File: src/rtl/pipe_hazard_ctrl.sv
// Stall/flush sequencer for the 5-stage RV32 pipeline: arbitrates memory-wait,
// taken-branch and load-use hazards, and keeps a watchdog and saturating perf counters.
module pipe_hazard_ctrl #(
    parameter int CNT_W       = 16,
    parameter int MEM_TIMEOUT = 64,
    parameter int WAIT_W      = 8
) (
    input  logic             clk,
    input  logic             reset,
    input  logic [4:0]       id_rs1,
    input  logic [4:0]       id_rs2,
    input  logic             idex_memread,
    input  logic [4:0]       idex_rd,
    input  logic             exmem_memread,
    input  logic             exmem_memwrite,
    input  logic             dmem_ready,
    input  logic             branch_taken,
    output logic             pc_write,
    output logic             ifid_write,
    output logic             ifid_flush,
    output logic             idex_write,
    output logic             idex_flush,
    output logic             exmem_write,
    output logic             memwb_bubble,
    output logic [1:0]       state,
    output logic             mem_timeout,
    output logic [CNT_W-1:0] stall_cycles,
    output logic [CNT_W-1:0] flush_count
);

    typedef enum logic [1:0] {
        RUN      = 2'd0,
        LU_STALL = 2'd1,
        MEM_WAIT = 2'd2
    } state_t;

    localparam bit              WDOG_EN     = (MEM_TIMEOUT != 0);
    localparam logic [WAIT_W-1:0] TIMEOUT_LIM = WAIT_W'(MEM_TIMEOUT);

    state_t            state_q;
    state_t            state_nxt;
    logic [WAIT_W-1:0] wait_cnt;
    logic [WAIT_W-1:0] wait_inc;
    logic              mem_hz;
    logic              lu_hz;

    function automatic logic [CNT_W-1:0] sat_inc_cnt(input logic [CNT_W-1:0] v,
                                                     input logic en);
        if (en && (v != {CNT_W{1'b1}})) begin
            return v + CNT_W'(1);
        end
        return v;
    endfunction

    function automatic logic [WAIT_W-1:0] sat_inc_wait(input logic [WAIT_W-1:0] v);
        if (v != {WAIT_W{1'b1}}) begin
            return v + WAIT_W'(1);
        end
        return v;
    endfunction

    assign mem_hz = (exmem_memread | exmem_memwrite) & ~dmem_ready;
    // x0 is hardwired zero, so a load targeting it can never create a dependency.
    assign lu_hz  = idex_memread & (idex_rd != 5'd0) &
                    ((idex_rd == id_rs1) | (idex_rd == id_rs2));

    always_comb begin
        pc_write     = 1'b1;
        ifid_write   = 1'b1;
        ifid_flush   = 1'b0;
        idex_write   = 1'b1;
        idex_flush   = 1'b0;
        exmem_write  = 1'b1;
        memwb_bubble = 1'b0;
        if (mem_hz) begin
            // Whole front freezes; a pending branch stays in EX and re-asserts on release.
            pc_write     = 1'b0;
            ifid_write   = 1'b0;
            idex_write   = 1'b0;
            exmem_write  = 1'b0;
            memwb_bubble = 1'b1;
        end else if (branch_taken) begin
            ifid_flush = 1'b1;
            idex_flush = 1'b1;
        end else if (lu_hz) begin
            pc_write   = 1'b0;
            ifid_write = 1'b0;
            idex_flush = 1'b1;
        end
    end

    always_comb begin
        state_nxt = RUN;
        if (mem_hz) begin
            state_nxt = MEM_WAIT;
        end else if (lu_hz && !branch_taken) begin
            state_nxt = LU_STALL;
        end
    end

    assign wait_inc = sat_inc_wait(wait_cnt);

    always_ff @(posedge clk) begin
        if (reset) begin
            state_q      <= RUN;
            wait_cnt     <= '0;
            mem_timeout  <= 1'b0;
            stall_cycles <= '0;
            flush_count  <= '0;
        end else begin
            state_q      <= state_nxt;
            wait_cnt     <= mem_hz ? wait_inc : '0;
            // Sticky until reset; stalling itself continues regardless.
            if (WDOG_EN && mem_hz && (wait_inc >= TIMEOUT_LIM)) begin
                mem_timeout <= 1'b1;
            end
            stall_cycles <= sat_inc_cnt(stall_cycles, ~pc_write);
            flush_count  <= sat_inc_cnt(flush_count, ifid_flush);
        end
    end

    assign state = state_q;

endmodule
File: config.mk
export PLATFORM = sky130hd
export DESIGN_NAME = pipe_hazard_ctrl
export DESIGN_NICKNAME = d
export VERILOG_FILES = /design/src/rtl/pipe_hazard_ctrl.sv
export SDC_FILE = /design/constraint.sdc
export NUM_CORES = 1
export LEC_CHECK = 0
export BUFFER_PORTS_ARGS = -buffer_cell sky130_fd_sc_hd__buf_2
export CORE_MARGIN = 2
export CORE_UTILIZATION = 30
export DETAILED_ROUTE_END_ITERATION = 12
export PLACE_DENSITY = 0.52
export SLEW_MARGIN = 20
export SYNTH_ARGS = -nofsm -noshare
export SYNTH_HDL_FRONTEND = slang
export SYNTH_SLANG_ARGS = --single-unit
File: constraint.sdc
create_clock -name clk -period 3 [get_ports clk]
set_clock_uncertainty 0.2 [all_clocks]
set_input_delay 0.15 -clock clk [delete_from_list [all_inputs] [get_ports clk]]
set_output_delay 0.15 -clock clk [all_outputs]
set_load 0.005 [all_outputs]
# Word level (Yosys, flattened, before mapping)
# Cells that the tools add are included.
# op_classes
addsub,3
n_lt_le_gt_ge,1
n_eq_ne,5
muxes,21
bitwise_logic,8
n_reduce_logical,8
# op_table
operator,n
$add 16x1->16 const B,2
$mux 16,2
$ne 16x16->1 const B,2
$mux 1,16
$mux 8,2
$eq 5x5->1,2
$add 8x1->8 const B,1
$ge 8x7->1 const B,1
$ne 8x8->1 const B,1
$reduce_bool 5->1,1
$logic_and 1x1->1,4
$reduce_or 2->1,2
$and 1x1->1,3
$not 1->1,3
$mux 2,1
$or 1x1->1,2
$logic_not 1->1,1
# totals
regBits,43
output_inout_bits,42
elab_cells,52

# Logic depth before layout (Yosys ltp)
# Gate-level depths: netlist (run 1).
# depth
depth_word,10
depth_mapped,8
mapped_depth_nobuf,7

# Least setup slack after synthesis (run 1)
# OpenSTA, ideal clock, no wires.
# synth_timing
kind,reg2reg
startpoint,register flush_count[8]
endpoint,register flush_count[15]
setup_time_ns,0.128
arrival_ns,1.682
required_ns,2.672
setup_slack_ns,0.991
path_stages_with_launch,8
synth_period_minus_slack_ns,2.009
cell_sequence,dfxtp_1 -> and4_1 -> and4_1 -> clkbuf_1 -> a2111oi_2 -> nand4_1 -> xor2_1 -> nor2_1
# synth_between
elab_chain_len,4
# synth_rtl
element,line,rtl
from (decl),28,output logic [CNT_W-1:0] flush_count
from (signal assigned),118,"flush_count <= sat_inc_cnt(flush_count, ifid_flush);"
branches (longest 4 deep; another with $add 16x1->16),n/a,
# Several ways; the timed one is not identified. The select of a mux whose other input is x is not followed.
# A chain may end at the register's enable or synchronous reset.

# Worst setup path after layout (run 1)
# layout_timing
startpoint,register stall_cycles[0]
endpoint,register stall_cycles[9]
# layout_between
elab_chain_len,4
# layout_rtl
element,line,rtl
from (decl),27,"output logic [CNT_W-1:0] stall_cycles,"
from (signal assigned),117,"stall_cycles <= sat_inc_cnt(stall_cycles, ~pc_write);"
branches (longest 4 deep; another with $add 16x1->16),n/a,
# Several ways; the timed one is not identified. The select of a mux whose other input is x is not followed.

==> results.toml, run 1 <==
[pwr]
powerDensity_nw_per_um2 = 413
p_leak_nw = 1.09
ir_drop_uv = 181

[drt]
drt_iter0_drc = 84
dr.pass1.iters = 4
routed_wl_um = 4930
via_per_inst = 4.79
drcViolationCount = 0
antenna_left = 0
num_vias = 1959
wire_per_inst_um = 12.1

[global_routing]
grt_max_degree = 35
grt_pass1_vias = 1755
groute.usage.overall_pct = 13.1
grt_remaining_overflow = 0
antenna_found_initial = 0
grt_pass1_wl_um = 7970

[run_status]
outcome = "finished, violations left"
failed_checks = "negative hold slack"

[yosys]
ys_warn_count = 0
ys_async_sr_fraction_pct = 0
synth_edf_count = 0
avgSynthCellArea_sq_um = 8.46
synth_top_area_share_pct = 40.7
synth.distinct_cells = 43
synth_nets = 275
synth_area_leaders = "dfxtp_1 (41%), xor2_1 (10%), nor2_1 (5.9%)"
seq_area_frac_synth_pct = 40.7
synth_top_area_cell = "dfxtp_1"
ys_ff_latch = 43
synth_area_sq_um = 2120
synthCells = 250
synth_ff_type = "dfxtp_1"

[final_layout]
fin_area_sq_um = 2630
fin_util_pct = 38.7
synthToLayoutAreaGrowth_pct = 24.1
final_nets = 337
layout_common_cells = "buf_2 (63), dfxtp_1 (43), nor2_1 (33)"
layout_commonest_cell = "buf_2"
final_layout_size_suffix_gt1_share_pct = 25.2
nFillCells = 703
antennaDiodeCount = 0

[timing]
finalSetupTns_ns = 0
final.period_utilization_pct = 75.0
max_freq_mhz = 444
slew_headroom_pct = 58.0
hold_slack_ns = -0.00446
drv_slew = 0
hold_viol_final = 1
worstMarginPinSlew_ns = 0.628
rsz0062_at_grt = "no"
setup_viol = 0
period_needed_ns = 2.25

[die]
ios = 64
core_area_sq_um = 6790
fp.dieArea_sq_um = 7740
die_w_um = 88.0
die_height_um = 88.0
rows = 30
start_util_pct = 31.1

[clocking]
postCtsResizedCells = 0
cts.path.max_buffers = 2
numCtsBuffers = 5
clkLatencyLatePin_ns = 0.30
cts_tree = "built"
root_buffer = "clkbuf_8"
cts.sinks = 43
post_cts_buffers = 0
clk_pin_slew_ns = 0.08
ctsHtreeMaxLevel = 2

[run]
max-cap-violations = 0

[place]
port_buffers = 63
gp_congestion = 0.805
placed_area_sq_um = 2520
hpwl_um = 3580

[setup_path]
startpoint_type = "register"
critical_path.max_fanout = 21
crit_arrival_ns = 2.24
endpoint_kind = "register"
crit_required_ns = 2.99
crit_type = "register to register"

[worst_hold_path]
worstHoldPathType = "input pin to register"
power by group:
| group | switching (W) | internal (W) |
|---|---|---|
| clock network | 0.000202 | 0.000210 |
| logic | 0.0000497 | 0.0000385 |
| registers | 0.00000693 | 0.000576 |
| total | 0.000259 | 0.000825 |
routing by layer:
layer  wire (um)  vias up  part of all wire [%]  track usage (%)
li1            -     1011                     -                -
met1        2310      896                    47             16.1
met2        2290       46                    46             21.4
met3         243        6                   4.9             3.68
met4          86        0                   1.7             5.73
met5           0        -                     0                0
area by class of cell:
cell class,count,area (sq um),share of cell area [%]
Multi-Input combinational cell,188,1170,44.6
Sequential cell,43,861,32.8
Timing Repair Buffer,67,348,13.2
Tap cell,96,120,4.57
Clock buffer,8,100,3.81
Inverter,7,26.3,1.00
timing repair:
action,in CTS,in global routing
endpoints found under the hold margin,1,0
hold buffers,1,0
setup endpoints to repair,0,0
flip-flops by register name, indices dropped and copies added (netlist names), named ones only:
name,flops
flush_count,16
stall_cycles,16
wait_cnt,5
state,2
mem_timeout,1
critical path, stage by stage (launching register included):
cell and delay (ns):
dfxtp_1 0.36, ha_1 0.24, nand3_1 0.21, nor2b_1 0.10
and3_1 0.17, buf_4 0.19, nor4bb_1 0.30, mux2_2 0.36
Yosys cell counts (2+ instances only):
master	count
and4_1	2
inv_1	7
nor3_1	6
dfxtp_1	43
a211o_1	2
xnor2_1	3
buf_4	2
nand3_1	15
o31ai_1	8
nand4_1	7
xor2_1	25
or3_1	2
o21ai_0	5
ha_1	3
nor2b_1	4
clkbuf_1	6
and3_1	4
buf_2	4
nand2_1	20
o21bai_1	2
a21oi_1	15
nor2_1	33
mux2_2	3
or4_1	10
cells by family (layout without fill, tap and decap cells):
family	count (synthesis)	in the layout	synth area share, %
flip-flops	43	43	40.7
XOR/XNOR	28	28	11.6
multiplexers	4	4	2.07
AND/OR/NAND/NOR	111	111	26.6
AO/OA/AOI/OAI	42	42	13.3
buffers and inverters	19	82	3.96
adder cells (fa/ha/maj)	3	3	1.77
through the flow:
step / setup slack (ns) / power (W) / cells
2_1_floorplan: 0.991 / 0.000648 / 250
3_3_place_gp: 0.750 / 0.000686 / 400
3_5_place_dp: 0.722 / 0.000686 / 400
4_1_cts: 0.765 / 0.00110 / 409
5_1_grt: 0.611 / 0.00114 / 409
6_report: 0.749 / 0.00108 / 409
path summary, 6_finish.rpt:
| kind | from | to | slack [ns] | cells after the start |
|---|---|---|---|---|
| setup / recovery | stall_cycles[0] | stall_cycles[9] | 0.75 | 7 |
| hold / removal | reset | stall_cycles[12] | -0.004 | 3 |
| setup reg to reg | stall_cycles[0] | stall_cycles[9] | 0.75 | 7 |
| hold reg to reg | mem_timeout | mem_timeout | 0.29 | 1 |
Power figures use the tool's default switching activity.
==> run 2: changes to the inputs <==
--- a/config.mk
+++ b/config.mk
@@ -5,6 +5,7 @@
 export SDC_FILE = /design/constraint.sdc
 export NUM_CORES = 1
 export LEC_CHECK = 0
+export ABC_AREA = 1
 export BUFFER_PORTS_ARGS = -buffer_cell sky130_fd_sc_hd__buf_2
 export CORE_MARGIN = 2
 export CORE_UTILIZATION = 30
==> constraint.sdc (replaced) <==
create_clock -name clk -period 2.23 [get_ports clk]
set_clock_uncertainty 0.2 [all_clocks]
set_input_delay 0.1115 -clock clk [delete_from_list [all_inputs] [get_ports clk]]
set_output_delay 0.1115 -clock clk [all_outputs]
set_load 0.005 [all_outputs]
==> results.toml, run 2 <==
[timing]
hold_slack_ns = 0.198
fin_ws_ns = 0.160
period_needed_ns = 2.07
worstMarginPinSlew_ns = 0.726
final.period_utilization_pct = 92.8
max_freq_mhz = 483
drv_slew = 0
hold_viol_final = 0
slew_headroom_pct = 51.5
setup_viol = 0

[yosys]
avgSynthCellArea_sq_um = 6.64
synth_area_sq_um = 2350
synth_ff_type = "dfxtp_1"
ys_warn_count = 0
synth_top_area_cell = "dfxtp_1"
synth_edf_count = 0
yosysMostFrequentCell = "nand2_1"
synth_top_area_share_pct = 36.6
ys_async_sr_fraction_pct = 0
synth_area_leaders = "dfxtp_1 (37%), nand2_1 (13%), nor2_1 (9.1%)"
ys_ff_latch = 43
seq_area_frac_synth_pct = 36.6
synth.distinct_cells = 30
synth_nets = 379
synth_commonest_cells = "nand2_1 (82), nor2_1 (57), dfxtp_1 (43)"
synthCells = 354

[setup_path]
startpoint_type = "register"
crit_arrival_ns = 2.11
crit_required_ns = 2.27
crit_chain = "ha_4 > nand2_4 > nor2_4 > nand2_2 > nor2_4 > nand2_2 > nor3_4 > buf_4 > buf_4 > nor2_1 > nand3_1 > nand2_1 > nor2_1"
max_stage_delay_ns = 0.38
critPathSlowestCell = "dfxtp_4"
critical_path.max_fanout = 4
endpoint_kind = "register"
crit_type = "register to register"

[global_routing]
grt_pass1_wl_um = 9870
groute.usage.overall_pct = 14.0
grt_max_degree = 25
grt_remaining_overflow = 0
antenna_found_initial = 0
grt_pass1_vias = 2287

[drt]
num_vias = 2379
drcViolationCount = 0
dr.pass1.iters = 5
via_per_inst = 4.46
antenna_left = 0
drt_iter0_drc = 47
routed_wl_um = 5770
wire_per_inst_um = 10.8

[clocking]
cts.path.max_buffers = 2
clk_pin_slew_ns = 0.09
root_buffer = "clkbuf_8"
numCtsBuffers = 5
ctsHtreeMaxLevel = 2
cts_tree = "built"
clkLatencyLatePin_ns = 0.29
cts.sinks = 43

[final_layout]
synthToLayoutAreaGrowth_pct = 28.5
fin_area_sq_um = 3020
reg.largest.list = "flush_count x16, stall_cycles x16, wait_cnt x5"
nFillCells = 818
antennaDiodeCount = 0
multi_input_area_sq_um = 1300
seq_area_sq_um = 868
final_layout_size_suffix_gt1_share_pct = 22.5
layout_commonest_cell = "nand2_1"
layout_common_cells = "nand2_1 (80), buf_2 (63), nor2_1 (57)"
final_nets = 455

[pwr]
ir_drop_uv = 295
powerDensity_nw_per_um2 = 539
p_leak_nw = 1.36

[die]
start_util_pct = 30.7
ios = 64
core_area_sq_um = 7650
rows = 32
die_w_um = 92.5
fp.dieArea_sq_um = 8560
die_height_um = 92.5

[place]
dp_slack_ns = 0.0873
hpwl_um = 4310
gp_congestion = 0.766
placed_area_sq_um = 2770
port_buffers = 63

[run_status]
outcome = "complete, no violations"

[worst_hold_path]
worstHoldPathType = "input pin to register"

[run]
max-cap-violations = 0
run 2: cell count changes in the layout (fill, tap and decap cells not counted), sizes merged, moves of 10 or more:
cell and change:
a21oi +11, inv +33, nand2 +64, nand3 +13, nor2 +26, o21ai +12
or4 -10, xor2 -18
run 2: cell families after synthesis:
logic type	Yosys count	share of synthesized area (%)
XOR/XNOR	17	6.33
flip-flops	43	36.6
buffers and inverters	50	9.21
AO/OA/AOI/OAI	49	10.8
adder cells (fa/ha/maj)	3	1.60
AND/OR/NAND/NOR	192	35.5
run 2: worst max-delay path: cells and delay by family (launching register included):
family / cells / cell delay (ns)
simple gates: 10 / 1.01
fa+ha+maj: 1 / 0.16
flops: 1 / 0.38
buf+inv: 2 / 0.25
run 2: final timing paths:
path,startpoint,end,slack [ns],depth (start not counted)
setup / recovery,stall_cycles[1],stall_cycles[13],0.16,13
hold / removal,dmem_ready,state[1],0.20,5
setup reg to reg,stall_cycles[1],stall_cycles[13],0.16,13
hold reg to reg,mem_timeout,mem_timeout,0.26,2
run 2: per-layer routing:
layer | global-route usage (%) | up-vias | wire (um)
li1 | - | 1288 | -
met1 | 16.5 | 1039 | 2750
met2 | 25.5 | 46 | 2720
met3 | 3.17 | 6 | 246
met4 | 3.73 | 0 | 62
met5 | 0 | - | 0
run 2: power breakdown:
group / total (W) / switching [W] / internal (W)
clock network: 0.000642 / 0.000279 / 0.000363
registers: 0.000807 / 0.0000221 / 0.000785
logic: 0.000181 / 0.000101 / 0.0000798
total: 0.00163 / 0.000402 / 0.00123
run 2: timing repair:
item	in CTS	in global routing
endpoints found under the setup margin	0	13
hold buffers	3	0
gates resized for setup	0	12
hold endpoints to repair	9	0
setup buffers	0	7
run 2: final cells by class:
| class | instances | share of cell area (%) |
|---|---|---|
| clock buffers | 6 | 2.73 |
| clock inverters | 2 | 1.16 |
| inverters | 41 | 5.26 |
| multi-input cells | 261 | 43.1 |
| flip-flops and latches | 43 | 28.7 |
| well taps | 102 | 4.22 |
| repair buffers | 78 | 14.8 |
run 2: through the flow:
stage / setup TNS (ns) / util (%) / power (W) / instances
floorplan: 0 / - / 0.000927 / 354
global placement: 0 / 36.2 / 0.000997 / 515
detailed placement: 0 / 36.2 / 0.000999 / 515
CTS: 0 / 38.1 / 0.00165 / 526
global route: -0.0101 / 39.5 / 0.00171 / 533
finish: 0 / 39.5 / 0.00163 / 533
